<file path="config.mk">
export PLATFORM = sky130hd
export DESIGN_NAME = serial_chan_bridge
export DESIGN_NICKNAME = d
export VERILOG_FILES = /design/src/rtl/serial_chan_pkg.sv /design/src/rtl/serial_frame_rx.sv /design/src/rtl/serial_chan_bridge.sv
export SDC_FILE = /design/constraint.sdc
export NUM_CORES = 1
export LEC_CHECK = 0
export CAP_MARGIN = 20
export CORE_ASPECT_RATIO = 1.75
export CORE_UTILIZATION = 54
export DETAILED_ROUTE_END_ITERATION = 10
export PLACE_DENSITY_LB_ADDON = 0.08
export SLEW_MARGIN = 20
export SYNTH_ARGS = -nofsm -noshare
export SYNTH_HDL_FRONTEND = slang
export SYNTH_SLANG_ARGS = --single-unit
</file>
<file path="constraint.sdc">
create_clock -name clk -period 2.4 [get_ports clk]
set_input_delay 0.48 -clock clk [delete_from_list [all_inputs] [get_ports clk]]
set_output_delay 0.48 -clock clk [all_outputs]
set_load 0.05 [all_outputs]
</file>
<file path="src/rtl/serial_chan_pkg.sv">
// Shared types for the serial channel bridge: receiver states and command codes.
package serial_chan_pkg;

  localparam int CMD_W = 2;

  typedef enum logic [1:0] {
    RX_IDLE = 2'd0,
    RX_DATA = 2'd1,
    RX_STOP = 2'd2
  } rx_state_e;

  typedef enum logic [CMD_W-1:0] {
    CMD_SEL   = 2'b00,
    CMD_DESEL = 2'b01,
    CMD_WRITE = 2'b10,
    CMD_READ  = 2'b11
  } cmd_e;

endpackage

</file>
<file path="src/rtl/serial_frame_rx.sv">
// Serial frame receiver: start bit, DATA_W bits LSB first, STOP_BITS stop bits.
module serial_frame_rx
  import serial_chan_pkg::*;
#(
  parameter int DATA_W    = 8,
  parameter int STOP_BITS = 2
) (
  input  logic              clk,
  input  logic              rst_n,
  input  logic              bit_en_i,
  input  logic              sel_i,
  input  logic              sdi_i,
  output logic [DATA_W-1:0] frame_byte_o,
  output logic              frame_type_o,
  output logic              frame_valid_o,
  output logic              frame_err_o
);

  localparam int CNT_W = $clog2(DATA_W);
  localparam logic [CNT_W-1:0] LAST_DATA = CNT_W'(DATA_W - 1);
  localparam logic [CNT_W-1:0] LAST_STOP = CNT_W'(STOP_BITS - 1);

  rx_state_e         state_q;
  logic [CNT_W-1:0]  cnt_q;
  logic [DATA_W-1:0] shift_q;
  logic              type_q;
  logic              valid_q;
  logic              err_q;

  always_ff @(posedge clk) begin
    if (!rst_n) begin
      state_q <= RX_IDLE;
      cnt_q   <= '0;
      type_q  <= 1'b0;
      valid_q <= 1'b0;
      err_q   <= 1'b0;
    end else begin
      valid_q <= 1'b0;
      err_q   <= 1'b0;
      if (bit_en_i) begin
        case (state_q)
          RX_IDLE: if (!sdi_i) begin
            state_q <= RX_DATA;
            type_q  <= sel_i;
            cnt_q   <= '0;
          end
          RX_DATA: begin
            shift_q <= {sdi_i, shift_q[DATA_W-1:1]};
            if (cnt_q == LAST_DATA) begin
              state_q <= RX_STOP;
              cnt_q   <= '0;
            end else begin
              cnt_q <= cnt_q + 1'b1;
            end
          end
          RX_STOP: begin
            // A low stop bit aborts immediately; remaining stop bits are not awaited.
            if (!sdi_i) begin
              err_q   <= 1'b1;
              state_q <= RX_IDLE;
            end else if (cnt_q == LAST_STOP) begin
              valid_q <= 1'b1;
              state_q <= RX_IDLE;
            end else begin
              cnt_q <= cnt_q + 1'b1;
            end
          end
          default: state_q <= RX_IDLE;
        endcase
      end
    end
  end

  assign frame_byte_o  = shift_q;
  assign frame_type_o  = type_q;
  assign frame_valid_o = valid_q;
  assign frame_err_o   = err_q;

endmodule

</file>
<file path="src/rtl/serial_chan_bridge.sv">
// Serial-addressed bank of channel registers with SEL/DESEL/WRITE/READ commands and serial readback.
module serial_chan_bridge
  import serial_chan_pkg::*;
#(
  parameter int DATA_W    = 8,
  parameter int N_CH      = 4,
  parameter int STOP_BITS = 2,
  parameter int PROJ_ID   = 1
) (
  input  logic                     clk,
  input  logic                     rst_n,
  input  logic                     bit_en,
  input  logic                     sel,
  input  logic                     sdi,
  output logic                     sdo,
  output logic [N_CH*DATA_W-1:0]   chan_data,
  output logic [N_CH-1:0]          chan_sel,
  output logic                     active,
  output logic                     frame_err,
  output logic                     tx_busy
);

  localparam int TX_W  = DATA_W + STOP_BITS + 1;
  localparam int TXC_W = $clog2(TX_W + 1);
  localparam int IDX_W = (N_CH > 1) ? $clog2(N_CH) : 1;
  localparam int ARG_W = DATA_W - CMD_W;
  localparam logic [DATA_W-1:0] ID_L  = DATA_W'(PROJ_ID);
  localparam logic [ARG_W:0]    NCH_L = (ARG_W + 1)'(N_CH);

  logic [DATA_W-1:0] rx_byte;
  logic              rx_type, rx_valid, rx_err;

  serial_frame_rx #(.DATA_W(DATA_W), .STOP_BITS(STOP_BITS)) u_rx (
    .clk          (clk),
    .rst_n        (rst_n),
    .bit_en_i     (bit_en),
    .sel_i        (sel),
    .sdi_i        (sdi),
    .frame_byte_o (rx_byte),
    .frame_type_o (rx_type),
    .frame_valid_o(rx_valid),
    .frame_err_o  (rx_err)
  );

  logic                   active_q, active_d;
  logic                   sel_vld_q, sel_vld_d;
  logic [IDX_W-1:0]       sel_idx_q, sel_idx_d;
  logic                   armed_q, armed_d;
  logic [N_CH*DATA_W-1:0] chan_q, chan_d;
  logic [TX_W-1:0]        tx_sh_q, tx_sh_d;
  logic [TXC_W-1:0]       tx_cnt_q, tx_cnt_d;
  logic                   tx_busy_q, tx_busy_d;

  logic [ARG_W-1:0]  arg;
  logic [DATA_W-1:0] sel_data;

  assign arg      = rx_byte[ARG_W-1:0];
  assign sel_data = chan_q[int'(sel_idx_q)*DATA_W +: DATA_W];

  always_comb begin
    active_d  = active_q;
    sel_vld_d = sel_vld_q;
    sel_idx_d = sel_idx_q;
    armed_d   = armed_q;
    chan_d    = chan_q;
    tx_sh_d   = tx_sh_q;
    tx_cnt_d  = tx_cnt_q;
    tx_busy_d = tx_busy_q;

    // Shifter refills with ones so sdo idles high once the frame is out.
    if (tx_busy_q && bit_en) begin
      tx_sh_d  = {1'b1, tx_sh_q[TX_W-1:1]};
      tx_cnt_d = tx_cnt_q - 1'b1;
      if (tx_cnt_q == TXC_W'(1)) tx_busy_d = 1'b0;
    end

    if (rx_err) begin
      armed_d = 1'b0;
    end else if (rx_valid) begin
      if (!rx_type) begin
        active_d  = (rx_byte == ID_L);
        sel_vld_d = 1'b0;
        armed_d   = 1'b0;
      end else if (active_q) begin
        if (armed_q) begin
          if (sel_vld_q) chan_d[int'(sel_idx_q)*DATA_W +: DATA_W] = rx_byte;
          armed_d = 1'b0;
        end else begin
          case (cmd_e'(rx_byte[DATA_W-1 -: CMD_W]))
            CMD_SEL: begin
              sel_vld_d = ({1'b0, arg} < NCH_L);
              sel_idx_d = arg[IDX_W-1:0];
            end
            CMD_DESEL: sel_vld_d = 1'b0;
            CMD_WRITE: armed_d = 1'b1;
            CMD_READ: if (sel_vld_q && !tx_busy_q) begin
              tx_sh_d   = {{STOP_BITS{1'b1}}, sel_data, 1'b0};
              tx_cnt_d  = TXC_W'(TX_W);
              tx_busy_d = 1'b1;
            end
            default: ;
          endcase
        end
      end
    end
  end

  always_ff @(posedge clk) begin
    if (!rst_n) begin
      active_q  <= 1'b0;
      sel_vld_q <= 1'b0;
      sel_idx_q <= '0;
      armed_q   <= 1'b0;
      chan_q    <= '0;
      tx_sh_q   <= '1;
      tx_cnt_q  <= '0;
      tx_busy_q <= 1'b0;
    end else begin
      active_q  <= active_d;
      sel_vld_q <= sel_vld_d;
      sel_idx_q <= sel_idx_d;
      armed_q   <= armed_d;
      chan_q    <= chan_d;
      tx_sh_q   <= tx_sh_d;
      tx_cnt_q  <= tx_cnt_d;
      tx_busy_q <= tx_busy_d;
    end
  end

  always_comb begin
    chan_sel = '0;
    if (sel_vld_q) chan_sel[sel_idx_q] = 1'b1;
  end

  assign sdo       = tx_sh_q[0];
  assign chan_data = chan_q;
  assign active    = active_q;
  assign frame_err = rx_err;
  assign tx_busy   = tx_busy_q;

endmodule

</file>
After elaboration in Yosys (flattened, before gate mapping)
Index checks and enable logic that the tools add are counted.
{"block": "word_totals", "out_inout_bits": 40, "input_bits": 5, "register_bits": 69}
{"block": "classes", "n_lt_le_gt_ge": 3, "bitwise": 5, "n_reduce_logical": 19, "addsub": 3, "muxes": 49, "n_shift": 3, "n_eq_ne": 17}
{"operator": "$mux W11", "n": 8}
{"operator": "$mux W4", "n": 9}
{"operator": "$neg A5 Y33", "n": 1}
{"operator": "$shift A8 B33 Y32 const A", "n": 1}
{"operator": "$shiftx A8 B33 Y32", "n": 1}
{"operator": "$bwmux W32", "n": 1}
{"operator": "$shiftx A32 B6 Y8", "n": 1}
{"operator": "$mux W1", "n": 19}
{"operator": "$mux W3", "n": 4}
{"operator": "$reduce_and A3 Y1", "n": 4}
{"operator": "$reduce_and A6 Y1", "n": 2}
{"operator": "$ne A2 B2 Y1 const B", "n": 5}
{"operator": "$reduce_and A5 Y1", "n": 2}
{"operator": "$pmux W3 S3", "n": 1}
{"operator": "$eq A8 B1 Y1 const B", "n": 1}
{"operator": "$mux W2", "n": 4}
{"operator": "$reduce_and A4 Y1", "n": 2}
{"operator": "$eq A2 B2 Y1 const B", "n": 3}
{"operator": "$lt A6 B3 Y1 const B", "n": 1}
{"operator": "$pmux W2 S3", "n": 1}
{"operator": "$not A1 Y1", "n": 5}
{"operator": "$eq A2 B1 Y1 const B", "n": 2}
{"operator": "$eq A4 B1 Y1 const B", "n": 1}
{"operator": "$logic_not A2 Y1", "n": 2}
{"operator": "16 further kinds", "n": 18}

Logic depth before layout (Yosys ltp)
{"block": "logic_depth", "depth_word": 10, "mapped_depth": 7}

Hierarchy
A second synthesis with hierarchy kept.
{"block": "hier_totals", "hier_cells": 348, "hier_area_um2": 3321.9}
{"module": "serial_chan_bridge", "seq_area_each_um2": 1061.0, "area_per_inst_um2": 2602.5, "cells_per_inst": 287, "instances": 1}
{"module": "serial_frame_rx", "seq_area_each_um2": 400.4, "area_per_inst_um2": 719.4, "cells_per_inst": 61, "instances": 1}

Least setup slack after synthesis
OpenSTA, ideal clock, no wires.
{"block": "synth_timing", "path_type": "flip-flop to output port", "start": "reg sel_idx_q[0]", "end": "out chan_sel[0]", "stages_incl_launch_ff": 5, "arrival_ps": 1426, "path_slack_ps": 494, "path_buffers": 1, "required_ps": 1920, "cell_sequence": "dfxtp_1 > buf_6 > inv_1 > ha_1 > and2_1"}
{"block": "synth_via", "elab_chain_cells": 5, "word_cells_on_any_way": 6, "classes_between": "2 x order compare; 3 x mux; 1 x reduce/logical"}
{"element": "from (decl)", "line_no": "serial_chan_bridge.sv:47", "rtl": "logic [IDX_W-1:0] sel_idx_q, sel_idx_d;"}
{"element": "from (signal assigned)", "line_no": "serial_chan_bridge.sv:121", "rtl": "sel_idx_q <= sel_idx_d;"}
{"element": "$lt A2 B3 Y1 (implied by the code) or $ge A2 B1 Y1 (tied branches)", "line_no": "serial_chan_bridge.sv:132", "rtl": "if (sel_vld_q) chan_sel[sel_idx_q] = 1'b1;"}
{"element": "$logic_and A1 B1 Y1 (implied by the code)", "line_no": "serial_chan_bridge.sv:132"}
{"element": "$mux W1 (implied by the code)", "line_no": "serial_chan_bridge.sv:132"}
{"element": "$demux W1 S2 (*)", "line_no": "serial_chan_bridge.sv:132"}
{"element": "$mux W4 (*)", "line_no": "serial_chan_bridge.sv:132"}
{"element": "to (decl)", "line_no": "serial_chan_bridge.sv:17", "rtl": "output logic [N_CH-1:0] chan_sel,"}
Mark *: on every way between the ends. The rest lies on a longest branch, timed or not.

Final worst setup path
{"block": "layout_timing", "start": "reg tx_busy_q, in the netlist tx_busy", "end": "out tx_busy"}
{"element": "from (decl)", "line_no": "serial_chan_bridge.sv:52", "rtl": "logic tx_busy_q, tx_busy_d;"}
{"element": "from (signal assigned)", "line_no": "serial_chan_bridge.sv:126", "rtl": "tx_busy_q <= tx_busy_d;"}
{"element": "to (decl)", "line_no": "serial_chan_bridge.sv:20", "rtl": "output logic tx_busy"}
No word-level cell between the ends.

==> results.py <==
metrics = {
    "status": {
        "status": "complete, no violations",
    },
    "run": {
        "cap_violations": 0,
    },
    "timing": {
        "fin_tns_setup_ns": 0,
        "rsz0062_at_grt": "false",
        "hold_violations": 0,
        "finalCriticalPeriod_ns": 2.10,
        "tightest_slew_ns": 0.724,
        "fmax_ghz": 0.476,
        "finalSetupViolCount": 0,
        "slew_headroom_pct": 51.7,
        "min_period_over_period_pct": 87.5,
        "fin_ws_ns": 0.300,
        "final_max_slew_viol_count": 0,
        "hold_ws_ns": 0.453,
        "fin_skew_ns": 0.0135,
    },
    "floorplanning": {
        "row_count": 37,
        "initial_utilization_pct": 55.6,
        "fp.dieArea_mm2": 0.00638,
        "io_pins": 45,
        "die_x_um": 60.8,
        "core_area_mm2": 0.00588,
        "die_y_um": 105,
    },
    "synthesis": {
        "postSynthAreaPerCell_um2": 9.15,
        "ys_ff_latch": 69,
        "synthCells": 357,
        "synthesis.nets": 376,
        "ys_seq_area_share_pct": 44.7,
        "synth_top_family_by_area": "simple AND/OR/NAND/NOR gates",
        "synth_xor_area_share_pct": 0.804,
        "synthMuxAreaShare_pct": 7.54,
        "synth_compound_area_share_pct": 11.9,
        "synth-simple-area-share_pct": 25.1,
        "yosysTopAreaCellShare_pct": 37.4,
        "ys_warn_count": 0,
        "synthAdderAreaFrac_pct": 5.36,
        "synth_cell_type_count": 50,
        "yosys.area.top_type": "dfxtp_1",
        "synthesis.area_mm2": 0.00327,
        "synthTopCellsByArea": "dfxtp_1 (37%), edfxtp_1 (7.4%), nand2_1 (7.0%)",
    },
    "layout": {
        "n_antenna_cell": 0,
        "drive_gt1_share_pct": 8.96,
        "stdcell_area_mm2": 0.00399,
        "layout.nets": 416,
        "final_cell_mix": "nand2_1 (61), dfxtp_1 (61), clkdlybuf4s50_1 (40)",
        "synthToLayoutAreaGrowth_pct": 22.2,
    },
    "grt": {
        "grt_pass1_vias": 2526,
        "grt_max_degree": 32,
        "grt-ovfl-total": 0,
        "grt_use_total_pct": 26.0,
        "antenna_found_initial": 0,
        "grt_pass1_wl_um": 12200,
    },
    "clock_tree": {
        "cts_buffers": 9,
        "ctsResizeCount": 0,
        "clk_path_buf_depth": 2,
        "ctsHoldBuffers": 0,
        "clkSinkCount": 69,
        "cts_setup_buffers": 0,
        "cts.clk_slew.worst_paths_ns": 0.07,
        "ctsRootBufferMaster": "clkbuf_8",
        "h-tree-depth": 3,
        "cts_tree": "yes",
        "insertion_delay_ns": 0.35,
    },
    "worst_hold_path": {
        "hp-class": "flip-flop to flip-flop",
    },
    "worst_setup_path": {
        "path_delay_family": "buffers and inverters",
        "crit_slowest_cell": "clkdlybuf4s50_1",
        "path_class": "flip-flop to output port",
        "max_stage_delay_ns": 0.84,
        "endpoint_kind": "output port",
        "critPathBufInv": 1,
        "critPathLaunchType": "flip-flop",
        "required_ns": 1.92,
        "path_max_fanout": 5,
        "arrival_ns": 1.62,
        "path_cells": "clkdlybuf4s50_1",
    },
    "pwr": {
        "ir_worst_vdd_v": 0.000417,
        "leakagePower_nw": 1.49,
        "total_power_mw": 2.34,
        "p_per_area_mw_per_mm2": 586,
    },
    "routing": {
        "wire_per_inst_um": 15.9,
        "drt-initial-drc-count": 103,
        "vias_per_cell": 5.64,
        "drc": 0,
        "wirelength_um": 7650,
        "dr.pass1.iters": 4,
        "ant_nets": 0,
        "vias": 2708,
    },
    "placement": {
        "place_congestion": 0.803,
        "pre_cts_ws_ns": 0.125,
        "port_buffers": 44,
        "hpwl_um": 5710,
        "place_area_mm2": 0.00375,
    },
}
==> registers in the layout, summed over array words and instances (netlist names) <==
register            flops
active                  1
u_rx.state_q            2
u_rx.frame_err_o        1
chan_data              32
tx_sh_q                11
tx_cnt_q                4
tx_busy                 1
armed_q                 1
u_rx.frame_type_o       1
sel_idx_q               2
u_rx.cnt_q              3
u_rx.frame_byte_o       8
sel_vld_q               1
u_rx.frame_valid_o      1
==> kinds of logic (layout without fill, tap and decap cells) <==
family                     after synthesis  in the layout
buffers and inverters                   32             77
AOI/OAI and AO/OA                       67             67
muxes                                   13             13
xor gates and xnor gates                 3              3
DFF                                     69             69
adders and majority gates               14             14
and+or+nand+nor                        159            159
==> stage by stage <==
step / util [%] / instances
after floorplan: - / 357
after global placement: 63.8 / 464
after detailed placement: 63.8 / 464
after CTS: 67.9 / 480
after global routing: 67.9 / 480
final: 67.9 / 480
==> layout make-up <==
class / count / area, µm²
clock buffers: 11 / 163
clock inverters: 5 / 78.8
fillers: 526 / 1890
inverters: 12 / 45.0
multi-input cells: 256 / 1660
flip-flops and latches: 69 / 1460
well taps: 78 / 97.6
repair buffers: 49 / 493
==> power breakdown <==
part / internal [mW] / switching, mW / leakage (nW) / total [mW]
Combinational: 0.0207 / 0.0361 / 0.805 / 0.0568
Clock: 0.675 / 0.431 / 0.121 / 1.11
Sequential: 1.17 / 0.00664 / 0.564 / 1.18
Total: 1.86 / 0.474 / 1.49 / 2.34
==> per-layer routing <==
metal / GRT usage (%) / part of all wire [%] / vias up
met1: 29.0 / 39 / 1285
met4: 10.1 / 1.6 / 0
met2: 46.0 / 56 / 67
met3: 5.07 / 4.2 / 10
met5: 0 / 0 / -
li1: - / - / 1346
==> synth_stat cells (all sizes together) <==
cell type / number
a2111oi: 1
a21boi: 10
a21oi: 35
a41o: 1
and2: 5
and3: 15
and4: 1
buf: 15
clkbuf: 5
clkinv: 1
dfxtp: 61
edfxtp: 8
ha: 14
inv: 11
mux2: 1
mux2i: 4
mux4: 8
nand2: 61
nand2b: 4
nand3: 37
nand4: 2
nand4b: 1
nand4bb: 1
nor2: 12
nor2b: 3
nor3: 2
nor3b: 4
nor4: 3
nor4b: 2
o211a: 1
o211ai: 2
o21ai: 15
o221a: 1
o31ai: 1
or3: 3
or3b: 1
or4: 2
xnor2: 2
xor2: 1
==> path summary, 6_finish.rpt <==
path	start	to	slack, ns	cells past startpoint
max	tx_busy$_SDFF_PN0_	tx_busy	0.30	1
min	tx_sh_q[10]$_SDFF_PN1_	tx_sh_q[10]$_SDFF_PN1_	0.45	1
max reg2reg	sel_idx_q[0]$_SDFFE_PN0P_	chan_data[23]$_SDFFE_PN0P_	0.63	5
min reg2reg	tx_sh_q[10]$_SDFF_PN1_	tx_sh_q[10]$_SDFF_PN1_	0.45	1
Power figures use the tool's default switching activity.
